### config.mk
export PLATFORM = sky130hd
export DESIGN_NAME = front_panel_switch_driver_flat
export DESIGN_NICKNAME = d
export VERILOG_FILES = /design/src/rtl/fp_pkg.sv /design/src/rtl/front_panel_switch_driver_if.sv /design/src/rtl/fp_momentary_timer.sv /design/src/rtl/front_panel_switch_driver.sv /design/src/flat_wrapper.sv
export SDC_FILE = /design/constraint.sdc
export NUM_CORES = 1
export LEC_CHECK = 0
export CORE_ASPECT_RATIO = 0.7
export CORE_MARGIN = 2
export CORE_UTILIZATION = 60
export DETAILED_ROUTE_END_ITERATION = 8
export PLACE_DENSITY_LB_ADDON = 0.1
export SKIP_CTS_REPAIR_TIMING = 1
export SLEW_MARGIN = 20
export SYNTH_ARGS = -nofsm -noshare
export SYNTH_HDL_FRONTEND = slang
export SYNTH_HIERARCHICAL = 1
export SYNTH_SLANG_ARGS = --single-unit
### constraint.sdc
create_clock -name clk -period 8 [get_ports clk]
set_clock_uncertainty 0.15 [all_clocks]
set_input_delay 1.6 -clock clk [delete_from_list [all_inputs] [get_ports clk]]
set_output_delay 1.6 -clock clk [all_outputs]
set_load 0.005 [all_outputs]
### src/rtl/fp_pkg.sv
// Shared definitions for the Altair front-panel switch row: switch codes, switch kinds, FSM states.
// Used by the switch driver, its momentary timer and the front-panel mapping block.
// Pure definitions, no logic, no latency, no flow control.
package fp_pkg;

  localparam int         NUM_SWITCHES = 25;
  localparam logic [4:0] LAST_IDX     = 5'd24;

  // Two-position codes
  localparam logic [1:0] SW2_DOWN = 2'd0;
  localparam logic [1:0] SW2_UP   = 2'd1;
  // Three-position codes; code 3 is never driven
  localparam logic [1:0] SW3_MID  = 2'd0;
  localparam logic [1:0] SW3_DOWN = 2'd1;
  localparam logic [1:0] SW3_UP   = 2'd2;

  typedef enum logic [1:0] {
    SW_LATCH2,
    SW_MOM2,
    SW_MOM3
  } sw_kind_t;

  typedef enum logic {
    ST_IDLE,
    ST_HOLD
  } fsm_t;

  // Index 18 is STEP (momentary up only), 19-22 are three-position momentaries,
  // everything else latches.
  function automatic sw_kind_t sw_kind(input logic [4:0] idx);
    if (idx == 5'd18) return SW_MOM2;
    if (idx >= 5'd19 && idx <= 5'd22) return SW_MOM3;
    return SW_LATCH2;
  endfunction

endpackage

### src/rtl/front_panel_switch_driver_if.sv
// Button inputs and switch-row outputs of the front-panel switch driver.
// master = the driver (consumes buttons, drives codes/cursor/busy); slave = the user/panel side.
// Level signals only; no handshake, the driver never stalls its inputs.
interface front_panel_switch_driver_if;
  import fp_pkg::*;

  logic       btn_left;
  logic       btn_right;
  logic       btn_up;
  logic       btn_down;
  logic [1:0] switches_status [0:NUM_SWITCHES-1];
  logic [4:0] cursor;
  logic       busy;

  modport master (
    input  btn_left, btn_right, btn_up, btn_down,
    output switches_status, cursor, busy
  );

  modport slave (
    output btn_left, btn_right, btn_up, btn_down,
    input  switches_status, cursor, busy
  );

endinterface

### src/rtl/fp_momentary_timer.sv
// Hold timer for a thrown momentary switch: IDLE/HOLD FSM plus down-counter.
// Latency: busy rises the edge after start; done pulses in the last of hold_len busy cycles.
// No backpressure: start is ignored while busy.
// Ports: clk, reset (sync, active-high), start, hold_len (>=1), busy, done.
module fp_momentary_timer
  import fp_pkg::*;
#(
  parameter int unsigned W = 22
) (
  input  logic         clk,
  input  logic         reset,
  input  logic         start,
  input  logic [W-1:0] hold_len,
  output logic         busy,
  output logic         done
);

  fsm_t         state;
  logic [W-1:0] cnt;

  always_ff @(posedge clk) begin
    if (reset) begin
      state <= ST_IDLE;
      cnt   <= '0;
    end else begin
      unique case (state)
        ST_IDLE: begin
          if (start) begin
            state <= ST_HOLD;
            cnt   <= hold_len - W'(1);
          end
        end
        ST_HOLD: begin
          if (cnt == '0) state <= ST_IDLE;
          else           cnt   <= cnt - W'(1);
        end
        default: state <= ST_IDLE;
      endcase
    end
  end

  assign busy = (state == ST_HOLD);
  // Asserted during the final held cycle so the owner clears the switch on the same edge
  // the FSM drops back to IDLE.
  assign done = busy && (cnt == '0);

endmodule

### src/rtl/front_panel_switch_driver.sv
// Cursor/throw controller producing the 25 Altair front-panel switch codes from nav buttons.
// Latency: 1 cycle from the edge that first samples a button high to the visible change.
// No backpressure: throws arriving while a momentary switch is held are dropped.
// Ports: clk, reset (sync, active-high), sw_if (buttons in; switches_status, cursor, busy out).
// Optional: define FP_SWITCH_AUTOREPEAT_EN for left/right auto-repeat.
module front_panel_switch_driver
  import fp_pkg::*;
#(
  parameter int unsigned HOLD_CYCLES   = 2500000,
  parameter int unsigned REPEAT_DELAY  = 12500000,
  parameter int unsigned REPEAT_CYCLES = 5000000
) (
  input  logic                        clk,
  input  logic                        reset,
  front_panel_switch_driver_if.master sw_if
);

  localparam int HOLD_W = $clog2(HOLD_CYCLES + 1);

  logic       btn_left_q, btn_right_q, btn_up_q, btn_down_q;
  logic       ev_left, ev_right, ev_up, ev_down;
  logic       mv_left, mv_right;
  logic       act_up, act_down, start;
  logic       busy, hold_done;
  logic [4:0] cursor_q;
  logic [4:0] held_idx;
  logic [1:0] status_q [0:NUM_SWITCHES-1];
  sw_kind_t   kind;

  assign ev_left  = sw_if.btn_left  & ~btn_left_q;
  assign ev_right = sw_if.btn_right & ~btn_right_q;
  assign ev_up    = sw_if.btn_up    & ~btn_up_q;
  assign ev_down  = sw_if.btn_down  & ~btn_down_q;

`ifdef FP_SWITCH_AUTOREPEAT_EN
  localparam int RPT_W = $clog2(((REPEAT_DELAY > REPEAT_CYCLES) ? REPEAT_DELAY : REPEAT_CYCLES) + 1);

  logic             only_left, only_right, rpt_active, rpt_fire;
  logic [RPT_W-1:0] rpt_cnt;

  assign only_left  = sw_if.btn_left  & ~sw_if.btn_right;
  assign only_right = sw_if.btn_right & ~sw_if.btn_left;
  // A fresh edge reloads the delay instead of firing; the held direction is always the
  // single button still high, since a both-high overlap clears the repeat state.
  assign rpt_fire = rpt_active & (only_left | only_right) & ~(ev_left | ev_right) & (rpt_cnt == '0);

  always_ff @(posedge clk) begin
    if (reset || !(only_left || only_right)) begin
      rpt_active <= 1'b0;
      rpt_cnt    <= '0;
    end else if ((only_left && ev_left) || (only_right && ev_right)) begin
      rpt_active <= 1'b1;
      rpt_cnt    <= RPT_W'(REPEAT_DELAY - 1);
    end else if (rpt_active) begin
      rpt_cnt <= (rpt_cnt == '0) ? RPT_W'(REPEAT_CYCLES - 1) : rpt_cnt - RPT_W'(1);
    end
  end

  assign mv_left  = ev_left  | (rpt_fire & only_left);
  assign mv_right = ev_right | (rpt_fire & only_right);
`else
  logic unused_rpt_cfg;
  assign unused_rpt_cfg = ^{REPEAT_DELAY, REPEAT_CYCLES};
  assign mv_left  = ev_left;
  assign mv_right = ev_right;
`endif

  // Throws are dropped entirely while a momentary switch is held, and simultaneous
  // up+down cancel each other.
  assign kind     = sw_kind(cursor_q);
  assign act_up   = ev_up   & ~ev_down & ~busy;
  assign act_down = ev_down & ~ev_up   & ~busy;
  assign start    = ((kind == SW_MOM2) & act_up) | ((kind == SW_MOM3) & (act_up | act_down));

  fp_momentary_timer #(
    .W (HOLD_W)
  ) u_timer (
    .clk      (clk),
    .reset    (reset),
    .start    (start),
    .hold_len (HOLD_W'(HOLD_CYCLES)),
    .busy     (busy),
    .done     (hold_done)
  );

  always_ff @(posedge clk) begin
    if (reset) begin
      btn_left_q  <= 1'b0;
      btn_right_q <= 1'b0;
      btn_up_q    <= 1'b0;
      btn_down_q  <= 1'b0;
      cursor_q    <= 5'd0;
      held_idx    <= 5'd0;
      for (int i = 0; i < NUM_SWITCHES; i++) status_q[i] <= SW2_DOWN;
    end else begin
      btn_left_q  <= sw_if.btn_left;
      btn_right_q <= sw_if.btn_right;
      btn_up_q    <= sw_if.btn_up;
      btn_down_q  <= sw_if.btn_down;

      // Neutral is code 0 for both momentary kinds, so only the index needs latching.
      if (hold_done) status_q[held_idx] <= SW3_MID;

      // Action uses the pre-move cursor; the move below lands on the same edge.
      if (act_up || act_down) begin
        unique case (kind)
          SW_LATCH2: status_q[cursor_q] <= act_up ? SW2_UP : SW2_DOWN;
          SW_MOM2: begin
            if (act_up) begin
              status_q[cursor_q] <= SW2_UP;
              held_idx           <= cursor_q;
            end
          end
          SW_MOM3: begin
            status_q[cursor_q] <= act_up ? SW3_UP : SW3_DOWN;
            held_idx           <= cursor_q;
          end
          default: ;
        endcase
      end

      if (mv_right && !mv_left)
        cursor_q <= (cursor_q == LAST_IDX) ? 5'd0 : cursor_q + 5'd1;
      else if (mv_left && !mv_right)
        cursor_q <= (cursor_q == 5'd0) ? LAST_IDX : cursor_q - 5'd1;
    end
  end

  assign sw_if.switches_status = status_q;
  assign sw_if.cursor          = cursor_q;
  assign sw_if.busy            = busy;

endmodule
### src/flat_wrapper.sv
// flat-port wrapper written by rule: the top's interface ports become plain ports
module front_panel_switch_driver_flat import fp_pkg::*;
#(
  parameter int unsigned HOLD_CYCLES   = 2500000,
  parameter int unsigned REPEAT_DELAY  = 12500000,
  parameter int unsigned REPEAT_CYCLES = 5000000
)
  (clk, reset, sw_if_btn_left, sw_if_btn_right, sw_if_btn_up, sw_if_btn_down, sw_if_switches_status, sw_if_cursor, sw_if_busy);
  front_panel_switch_driver_if sw_if_i ();
  input  logic clk;
  input  logic reset;
  input wire logic [$bits(sw_if_i.btn_left)-1:0] sw_if_btn_left;
  input wire logic [$bits(sw_if_i.btn_right)-1:0] sw_if_btn_right;
  input wire logic [$bits(sw_if_i.btn_up)-1:0] sw_if_btn_up;
  input wire logic [$bits(sw_if_i.btn_down)-1:0] sw_if_btn_down;
  output wire logic [$bits(sw_if_i.switches_status)-1:0] sw_if_switches_status;
  output wire logic [$bits(sw_if_i.cursor)-1:0] sw_if_cursor;
  output wire logic [$bits(sw_if_i.busy)-1:0] sw_if_busy;
  assign sw_if_i.btn_left = sw_if_btn_left;
  assign sw_if_i.btn_right = sw_if_btn_right;
  assign sw_if_i.btn_up = sw_if_btn_up;
  assign sw_if_i.btn_down = sw_if_btn_down;
  assign sw_if_switches_status = {>>{sw_if_i.switches_status}};
  assign sw_if_cursor = sw_if_i.cursor;
  assign sw_if_busy = sw_if_i.busy;
  front_panel_switch_driver #(.HOLD_CYCLES(HOLD_CYCLES), .REPEAT_DELAY(REPEAT_DELAY), .REPEAT_CYCLES(REPEAT_CYCLES)) u_core (.clk(clk), .reset(reset), .sw_if(sw_if_i));
endmodule
# Word level (Yosys, flattened, before mapping)
# Cells that the tools add are included.
dict set report totals {
  reg_bits 87
  inputBits 6
  output_inout_bits 56
}
dict set report classes {
  add_sub_neg 3
  magnitude_cmp 6
  eq_ne 7
  n_mux 32
  bitwise 26
  n_reduce_logical 16
}
# op count
set op_table {}
lappend op_table {{$mux W50} 4}
lappend op_table {{$pmux W50 S3} 1}
lappend op_table {{$bwmux W50} 2}
lappend op_table {{$and A50 B50 Y50} 1}
lappend op_table {{$not A50 Y50} 1}
lappend op_table {{$mux W22} 2}
lappend op_table {{$pmux W22 S2} 1}
lappend op_table {{$and A25 B25 Y25} 1}
lappend op_table {{$mux W5} 5}
lappend op_table {{$not A25 Y25} 1}
lappend op_table {{$or A25 B25 Y25} 1}
lappend op_table {{$logic_not A22 Y1} 1}
lappend op_table {{$sub A22 B1 Y22 const B} 1}
lappend op_table {{$demux W2 S5} 2}
lappend op_table {{$mux W2} 7}
lappend op_table {{$ge A6 B6 Y1 const B} 2}
lappend op_table {{$lt A6 B1 Y1 const B} 2}
lappend op_table {{$not A5 Y6} 2}
lappend op_table {{$and A1 B1 Y1} 10}
lappend op_table {{$eq A5 B5 Y1 const B} 2}
lappend op_table {{$pmux W5 S2} 1}
lappend op_table {{$not A1 Y1} 7}
lappend op_table {{$logic_and A1 B1 Y1} 6}
lappend op_table {{$mux W1} 6}
lappend op_table {{other kinds (17)} 21}

# Longest topological paths before layout
# Gate-level depths: netlist (run 1).
dict set report depth {
  depth_word 13
  ltp_mapped 12
  depth_no_buf 10
}

# Modules after synthesis
# Netlist (run 1), hierarchy kept.
# module instances cells_each area_per_inst_um2
set modules_own_cells {}
lappend modules_own_cells {front_panel_switch_driver 1 357 3156.8}
lappend modules_own_cells {fp_momentary_timer 1 256 1933.1}

# Least setup slack after synthesis (run 1)
# OpenSTA, ideal clock, no wires.
dict set report synth_timing {
  path_type {in2reg}
  startpoint {in sw_if_btn_down}
  endpoint {reg u_core.u_timer.cnt[4]}
  setup_time_ns 0.070
  arrival_ns 3.590
  required_ns 7.780
  setup_slack_ns 4.190
  stages 10
  cell_sequence {nand2b_1 buf_6 xor2_4 o31ai_4 clkbuf_1 nor2_1 a21oi_1 clkbuf_1 o21ai_0 a21oi_1}
}
dict set report synth_between {
  elab_chain_len 9
  elab_cells_between_ends 12
  cone_classes {eq/ne (1); bitwise (10); reduce/logical (1)}
}
# element line_no
set synth_lines {}
lappend synth_lines {{start: declaration} flat_wrapper.sv:15} ;# input wire logic [$bits(sw_if_i.btn_down)-1:0] sw_if_btn_down;
lappend synth_lines {{$and A1 B1 Y1 (*)} front_panel_switch_driver.sv:33} ;# assign ev_down = sw_if.btn_down & ~btn_down_q;
lappend synth_lines {{$not A1 Y1} front_panel_switch_driver.sv:71} ;# assign act_up = ev_up & ~ev_down & ~busy;
lappend synth_lines {{$and A1 B1 Y1 (2 in series)} front_panel_switch_driver.sv:71}
lappend synth_lines {{$or A1 B1 Y1} front_panel_switch_driver.sv:73} ;# assign start = ((kind == SW_MOM2) & act_up) | ((kind == SW_MOM3) & (act_up | act_down));
lappend synth_lines {{$and A1 B1 Y1} front_panel_switch_driver.sv:73}
lappend synth_lines {{$or A1 B1 Y1 (*)} front_panel_switch_driver.sv:73}
lappend synth_lines {{via u_core.start} front_panel_switch_driver.sv:23} ;# logic act_up, act_down, start;
lappend synth_lines {{$ne A2 B1 Y1 (no source line) (*)} -}
lappend synth_lines {{$reduce_and A2 Y1 (no source line) (*)} -}
lappend synth_lines {{end signal: assignment} fp_momentary_timer.sv:30} ;# cnt <= hold_len - W'(1);
lappend synth_lines {{end signal: assignment} fp_momentary_timer.sv:35} ;# else cnt <= cnt - W'(1);
lappend synth_lines {{end: declaration} fp_momentary_timer.sv:19} ;# logic [W-1:0] cnt;
# Mark *: on every way through the listed nets, which the timed path passes. The rest lies on a longest branch.
# A chain may end at the register's enable or synchronous reset.

# Final worst setup path (run 1)
dict set report layout_timing {
  startpoint {in sw_if_btn_down}
  endpoint {reg u_core.u_timer.cnt[7]}
}
# Same word-level chain as after synthesis.

==> results of run 1 <==
logic make-up after synthesis:
group | Yosys count
simple gates | 267
compound gates | 150
mux | 38
buf+inv | 58
xor+xnor | 4
fa+ha+maj | 7
flops | 87
other cells | 2
worst min-delay path, cell delays in order, from the launching register on:
cell and delay (ns):
dfxtp_1 0.31, nand2_1 0.05, nor2_1 0.03
flip-flops by register name, indices dropped and copies added, names as in the netlist:
name / cells
u_core/btn_right_q: 1
u_core/sw_if.switches_status: 50
u_core/held_idx: 5
u_core/u_timer/cnt: 22
u_core/btn_left_q: 1
u_core/sw_if.cursor: 5
u_core/u_timer/busy: 1
u_core/btn_down_q: 1
u_core/btn_up_q: 1
metal layers:
| metal | up-vias | wire length [um] | share of wire (%) | GRT usage [%] |
|---|---|---|---|---|
| met4 | 0 | 293 | 2.0 | 12.2 |
| li1 | 2416 | - | - | - |
| met1 | 2408 | 6680 | 46 | 44.1 |
| met5 | - | 0 | 0 | 0 |
| met2 | 261 | 6180 | 43 | 47.4 |
| met3 | 33 | 1310 | 9.1 | 8.88 |
cell usage after synthesis (4+ instances only):
cell type,n,area share [%]
ha_1,7,1.7
a21o_1,4,0.59
o2111ai_1,5,0.86
nand4_1,6,0.74
nor3_1,15,1.5
mux2i_1,25,4.9
nand3_1,22,2.2
and3_1,11,1.4
a21oi_1,23,2.3
dfxtp_1,87,34
o31ai_1,4,0.59
a211oi_1,7,1.0
nand2_1,47,3.5
a22oi_1,6,0.88
nor2b_1,10,1.2
o21ai_0,35,3.4
mux2_2,13,2.9
nor2_1,63,4.6
o211ai_1,13,1.9
a31oi_1,18,2.2
or4_1,5,0.74
nor4b_1,9,1.5
buf_6,5,1.1
or2_2,4,0.49
inv_1,14,1.0
nand2b_1,11,1.4
nor4_1,15,1.8
or3_1,15,1.8
clkbuf_1,24,1.8
buf_2,10,0.98
power by group through the flow:
| stage | sequential, mW | clock [mW] | combinational [mW] |
|---|---|---|---|
| 4_1_cts | 0.477 | 0.410 | 0.213 |
| 2_1_floorplan | 0.471 | 0 | 0.170 |
| 3_5_place_dp | 0.486 | 0 | 0.212 |
| 5_1_grt | 0.480 | 0.429 | 0.245 |
| 6_report | 0.478 | 0.407 | 0.221 |
| 3_3_place_gp | 0.485 | 0 | 0.207 |
metrics by stage:
step / area (um2) / power [mW] / worst slack (ns)
final: 6160 / 1.11 / 3.52
after floorplan: 5320 / 0.641 / 4.19
after detailed placement: 5860 / 0.698 / 3.09
after global routing: 6160 / 1.15 / 3.33
after global placement: 5860 / 0.692 / 3.08
after CTS: 6150 / 1.10 / 3.44
cell type report:
| cell class | count | area [um2] | area share (%) |
|---|---|---|---|
| Clock buffer | 10 | 239 | 3.88 |
| Clock inverter | 6 | 51.3 | 0.833 |
| Inverter | 14 | 52.6 | 0.853 |
| Multi-Input combinational cell | 530 | 3310 | 53.8 |
| Sequential cell | 87 | 1740 | 28.3 |
| Tap cell | 105 | 131 | 2.13 |
| Timing Repair Buffer | 64 | 628 | 10.2 |
path summary, 6_finish.rpt:
kind                                         start                          endpoint  slack (ns)  cells past startpoint
setup / recovery                    sw_if_btn_down             u_core/u_timer/cnt[7]        3.52                      8
setup reg to reg            u_core/sw_if.cursor[0]             u_core/u_timer/cnt[7]        4.29                      9
hold / removal    u_core/sw_if.switches_status[39]  u_core/sw_if.switches_status[39]        0.29                      2
hold reg to reg   u_core/sw_if.switches_status[39]  u_core/sw_if.switches_status[39]        0.29                      2
==> results.py, run 1 <==
metrics = {
    "status": {
        "status": "finished clean",
    },
    "setup_path": {
        "critPathMaxFanout": 26,
        "end_kind": "flop",
        "cpPeakStageDelay_ns": 0.64,
        "worstPathCellList": "clkdlybuf4s50_1 > nand2b_1 > xor2_4 > o31ai_4 > nor2_1 > a21o_1 > or3_1 > a31oi_1",
        "cp_data_required_time_ns": 8.11,
        "arrival_ns": 4.60,
        "cp.buffers_inverters": 1,
        "cpLargestDelayFamily": "compound AO/OA/AOI/OAI gates",
        "slowest_stage": "o31ai_4",
        "start_kind": "primary input",
        "critPathKind": "primary input to flop",
    },
    "synth": {
        "synth_edf_count": 0,
        "synth_compound_area_share_pct": 20.4,
        "synthesis.area_um2": 5090,
        "synthAdderAreaFrac_pct": 1.72,
        "synthFlopType": "dfxtp_1",
        "ys_ff_latch": 87,
        "synth_top_family_by_area": "simple AND/OR/NAND/NOR gates",
        "synthArstFlopShare_pct": 0,
        "syn_inst": 613,
        "synth.mux.area_fraction_pct": 7.79,
        "ys_seq_area_share_pct": 34.2,
        "synth_xor_area_share_pct": 1.06,
        "ys_warn_count": 6,
        "syn_area_per_cell_um2": 8.30,
        "yosys.area_share.simple_pct": 29.3,
        "synth_cell_types": 81,
    },
    "route": {
        "wirelength_um": 14500,
        "viasPerCell": 6.27,
        "vias": 5118,
        "drc": 0,
        "firstDrtPassIters": 5,
        "postRouteAntennaNets": 0,
        "drt-initial-drc-count": 537,
        "routedWlPerCell_um": 17.7,
    },
    "final_layout": {
        "final_nets": 719,
        "layout_commonest_cell": "dfxtp_1",
        "n_antenna_cell": 0,
        "fillers": 669,
        "drive_above_1_share_pct": 8.30,
        "area_growth_pct": 21.0,
        "instances_no_fill": 816,
        "mostFrequentLayoutCells": "dfxtp_1, conb_1, nor2_1, clkdlybuf4s50_1, nand2_1",
        "final_util_pct": 73.8,
    },
    "global_routing": {
        "grt_pass1_wl_um": 23000,
        "grt_pass1_vias": 4662,
        "grt_usage_pct": 31.8,
        "grt_max_degree": 74,
        "antenna_found_initial": 0,
        "grt_overflow": 0,
    },
    "die": {
        "die_area_um2": 9250,
        "ios": 62,
        "initial_utilization_pct": 61.0,
        "die_h_um": 81.1,
        "core.rowCount": 28,
        "core_um2": 8340,
        "fp.dieW_um": 114,
    },
    "timing": {
        "holdWs_ns": 0.285,
        "hold_viol_final": 0,
        "final_max_slew_viol_count": 0,
        "slew_headroom_pct": 44.0,
        "worst_pin_slew_ns": 0.840,
        "tns_ns": 0,
        "rsz0062_at_grt": "no",
        "timing.final.crit_share_pct": 56.0,
        "clock.fmax_mhz": 223,
        "finalSetupViolCount": 0,
        "layout_min_cycle_time_ns": 4.48,
    },
    "place": {
        "dp_hpwl_um": 10100,
        "gp_congestion": 0.968,
        "placed_cells": 800,
        "io_buffers": 61,
    },
    "cts": {
        "clock_path_buffers": 2,
        "cts_tree": "yes",
        "htreeDepth": 3,
        "cts_sinks": 87,
        "cts-root-buf": "clkbuf_16",
        "clock_latency_ns": 0.34,
        "cts_buffers": 9,
        "path_clk_slew_ns": 0.06,
    },
    "power": {
        "irDropWorstVdd_mv": 0.119,
        "power_frac_clock_pct": 36.8,
        "p_per_area_nw_per_um2": 180,
        "power.share.combinational_pct": 20.0,
        "p_int_mw": 0.754,
        "p_leak_nw": 2.18,
        "p_sw_share_pct": 31.8,
        "sequentialPowerShare_pct": 43.2,
        "switchingPower_mw": 0.352,
    },
    "job": {
        "maxCapViolations": 0,
    },
    "worst_hold_path": {
        "worstHoldPathType": "flop to flop",
    },
}
Note: power is estimated with default switching activity, not from simulation.
==> inputs of run 2 (changes only) <==
--- a/config.mk
+++ b/config.mk
@@ -7,7 +7,7 @@
 export LEC_CHECK = 0
 export CORE_ASPECT_RATIO = 0.7
 export CORE_MARGIN = 2
-export CORE_UTILIZATION = 60
+export CORE_UTILIZATION = 51
 export DETAILED_ROUTE_END_ITERATION = 8
 export PLACE_DENSITY_LB_ADDON = 0.1
 export SKIP_CTS_REPAIR_TIMING = 1
==> constraint.sdc (replaced) <==
create_clock -name clk -period 3.9 [get_ports clk]
set_clock_uncertainty 0.15 [all_clocks]
set_input_delay 0.78 -clock clk [delete_from_list [all_inputs] [get_ports clk]]
set_output_delay 0.78 -clock clk [all_outputs]
set_load 0.005 [all_outputs]
==> run 2 against run 1 <==
Via count shrank 0.45%. Non-clock buffer count grew 7. Final area grew 1.5%. Sequential share of layout area shrank 0.42 points. Clock power grew 120%. Hold slack gained 0.0013 ns. Die area grew 17%. Highest routed layer unchanged. Wire length grew 1.6%. Critical path type unchanged. Largest cell class unchanged.
==> results.py, run 2 (synthesis results as in run 1) <==
metrics = {
    "status": {
        "status": "finished clean",
    },
    "final_layout": {
        "final_nets": 726,
        "seq_area_um2": 1740,
        "drive_above_1_share_pct": 9.05,
        "largest_reg_flops": 50,
        "area_growth_pct": 22.8,
        "fin_area_um2": 6250,
        "n_antenna_cell": 0,
        "fillers": 851,
        "mostFrequentLayoutCells": "dfxtp_1, conb_1, nor2_1, clkdlybuf4s50_1, nand2_1",
        "layout_commonest_cell": "dfxtp_1",
        "multi_input_area_um2": 3310,
    },
    "route": {
        "routedWlPerCell_um": 17.4,
        "drc": 0,
        "wirelength_um": 14700,
        "viasPerCell": 6.02,
        "postRouteAntennaNets": 0,
        "vias": 5095,
        "firstDrtPassIters": 5,
        "drt-initial-drc-count": 582,
    },
    "worst_hold_path": {
        "worstHoldPathType": "flop to flop",
        "min-delay-start": "u_core/sw_if.switches_status[27]",
        "hold_path_end": "u_core/sw_if.switches_status[27]",
        "whs_path_depth": 2,
    },
    "setup_path": {
        "cpLargestDelayFamily": "compound AO/OA/AOI/OAI gates",
        "startpoint": "sw_if_btn_down",
        "rrSetupSlack_ns": 0.79,
        "cp_data_required_time_ns": 4.01,
        "cp.buffers_inverters": 1,
        "critPathKind": "primary input to flop",
        "start_kind": "primary input",
        "critPathMaxFanout": 26,
        "r2r_end": "u_core/sw_if.switches_status[48]",
        "worstPathCellList": "clkdlybuf4s50_1 > nand2b_1 > xor2_4 > o31ai_4 > nor2_1 > a21o_1 > or3_1 > a31oi_1",
        "arrival_ns": 3.26,
        "end_kind": "flop",
        "r2r_cells": 7,
        "cpPeakStageDelay_ns": 0.51,
        "slowest_stage": "a21o_1",
        "timing.rr.start": "u_core/u_timer/cnt[2]",
    },
    "power": {
        "power_frac_clock_pct": 38.1,
        "p_sw_share_pct": 31.4,
        "p_per_area_nw_per_um2": 373,
        "p_int_mw": 1.60,
        "irDropWorstVdd_mv": 0.188,
        "p_leak_nw": 2.22,
        "sequentialPowerShare_pct": 41.7,
        "power.share.combinational_pct": 20.2,
        "switchingPower_mw": 0.732,
    },
    "global_routing": {
        "grt_overflow": 0,
        "grt_usage_pct": 28.5,
        "grt_pass1_wl_um": 24000,
        "antenna_found_initial": 0,
        "grt_max_degree": 74,
        "grt_pass1_vias": 4738,
    },
    "die": {
        "fp.dieW_um": 123,
        "core_um2": 9680,
        "die_area_um2": 10800,
        "die_h_um": 87.6,
        "ios": 62,
        "core.rowCount": 30,
        "initial_utilization_pct": 52.6,
    },
    "timing": {
        "slew_headroom_pct": 43.1,
        "hold_viol_final": 0,
        "worst_pin_slew_ns": 0.854,
        "layout_min_cycle_time_ns": 3.14,
        "holdWs_ns": 0.287,
        "tns_ns": 0,
        "clock.fmax_mhz": 318,
        "final_max_slew_viol_count": 0,
        "finalSetupViolCount": 0,
        "timing.final.crit_share_pct": 80.6,
        "rsz0062_at_grt": "no",
    },
    "place": {
        "place_area_um2": 5940,
        "dp_hpwl_um": 10300,
        "io_buffers": 61,
        "gp_congestion": 0.862,
    },
    "cts": {
        "cts-root-buf": "clkbuf_16",
        "cts_tree": "yes",
        "htreeDepth": 3,
        "path_clk_slew_ns": 0.07,
        "cts_sinks": 87,
        "clock_latency_ns": 0.35,
        "cts_buffers": 9,
        "clock_path_buffers": 2,
    },
    "job": {
        "maxCapViolations": 0,
    },
}
## run 2: worst reg2reg max path: stages (launching register included)
cell and delay (ns):
dfxtp_1 0.36, or4b_4 0.59, nor3_1 0.48, and2_1 0.32
or4b_1 0.65, o21ai_0 0.22, mux2_2 0.17, nor2_1 0.04
## run 2: power by group through the flow
stage | Combinational [mW] | Sequential, mW | Clock (mW)
after floorplan | 0.349 | 0.967 | 0
after global placement | 0.446 | 0.990 | 0
after detailed placement | 0.457 | 0.991 | 0
after CTS | 0.459 | 0.971 | 0.905
after global routing | 0.518 | 0.978 | 0.938
final | 0.472 | 0.973 | 0.889
## run 2: metal layers
| layer | global-route usage [%] | wire [um] | share of wire (%) | vias up |
|---|---|---|---|---|
| met5 | 0 | 0 | 0 | - |
| met4 | 6.51 | 159 | 1.1 | 0 |
| met3 | 6.12 | 1070 | 7.3 | 18 |
| met2 | 41.1 | 6290 | 43 | 212 |
| met1 | 43.3 | 7180 | 49 | 2437 |
| li1 | - | - | - | 2428 |
## run 2: how the worst max path moves through the flow
stage | endpoint | cells past startpoint
after floorplan | u_core/u_timer/cnt[4] | 12
after global placement | u_core/u_timer/cnt[7] | 8
after detailed placement | u_core/u_timer/cnt[8] | 8
after CTS | u_core/u_timer/cnt[7] | 8
after global routing | u_core/u_timer/cnt[16] | 8
final | u_core/u_timer/cnt[7] | 8
## run 2: cell type report
type                       count  area share (%)
tap                          128            2.56
clock buffer                   9            3.60
sequential                    87            27.9
timing repair buffer          71            10.9
multi-input combinational    530            52.9
inverter                      14           0.841
clock inverter                 7            1.28
## run 2: through the flow
| step | util, % | total power, mW | setup WS (ns) | cells |
|---|---|---|---|---|
| 6_report | 64.5 | 2.33 | 0.756 | 846 |
| 5_1_grt | 64.5 | 2.43 | 0.604 | 846 |
| 4_1_cts | 64.5 | 2.34 | 0.758 | 846 |
| 3_5_place_dp | 61.4 | 1.45 | 0.408 | 830 |
| 3_3_place_gp | 61.4 | 1.44 | 0.458 | 830 |
| 2_1_floorplan | - | 1.32 | 0.856 | 675 |
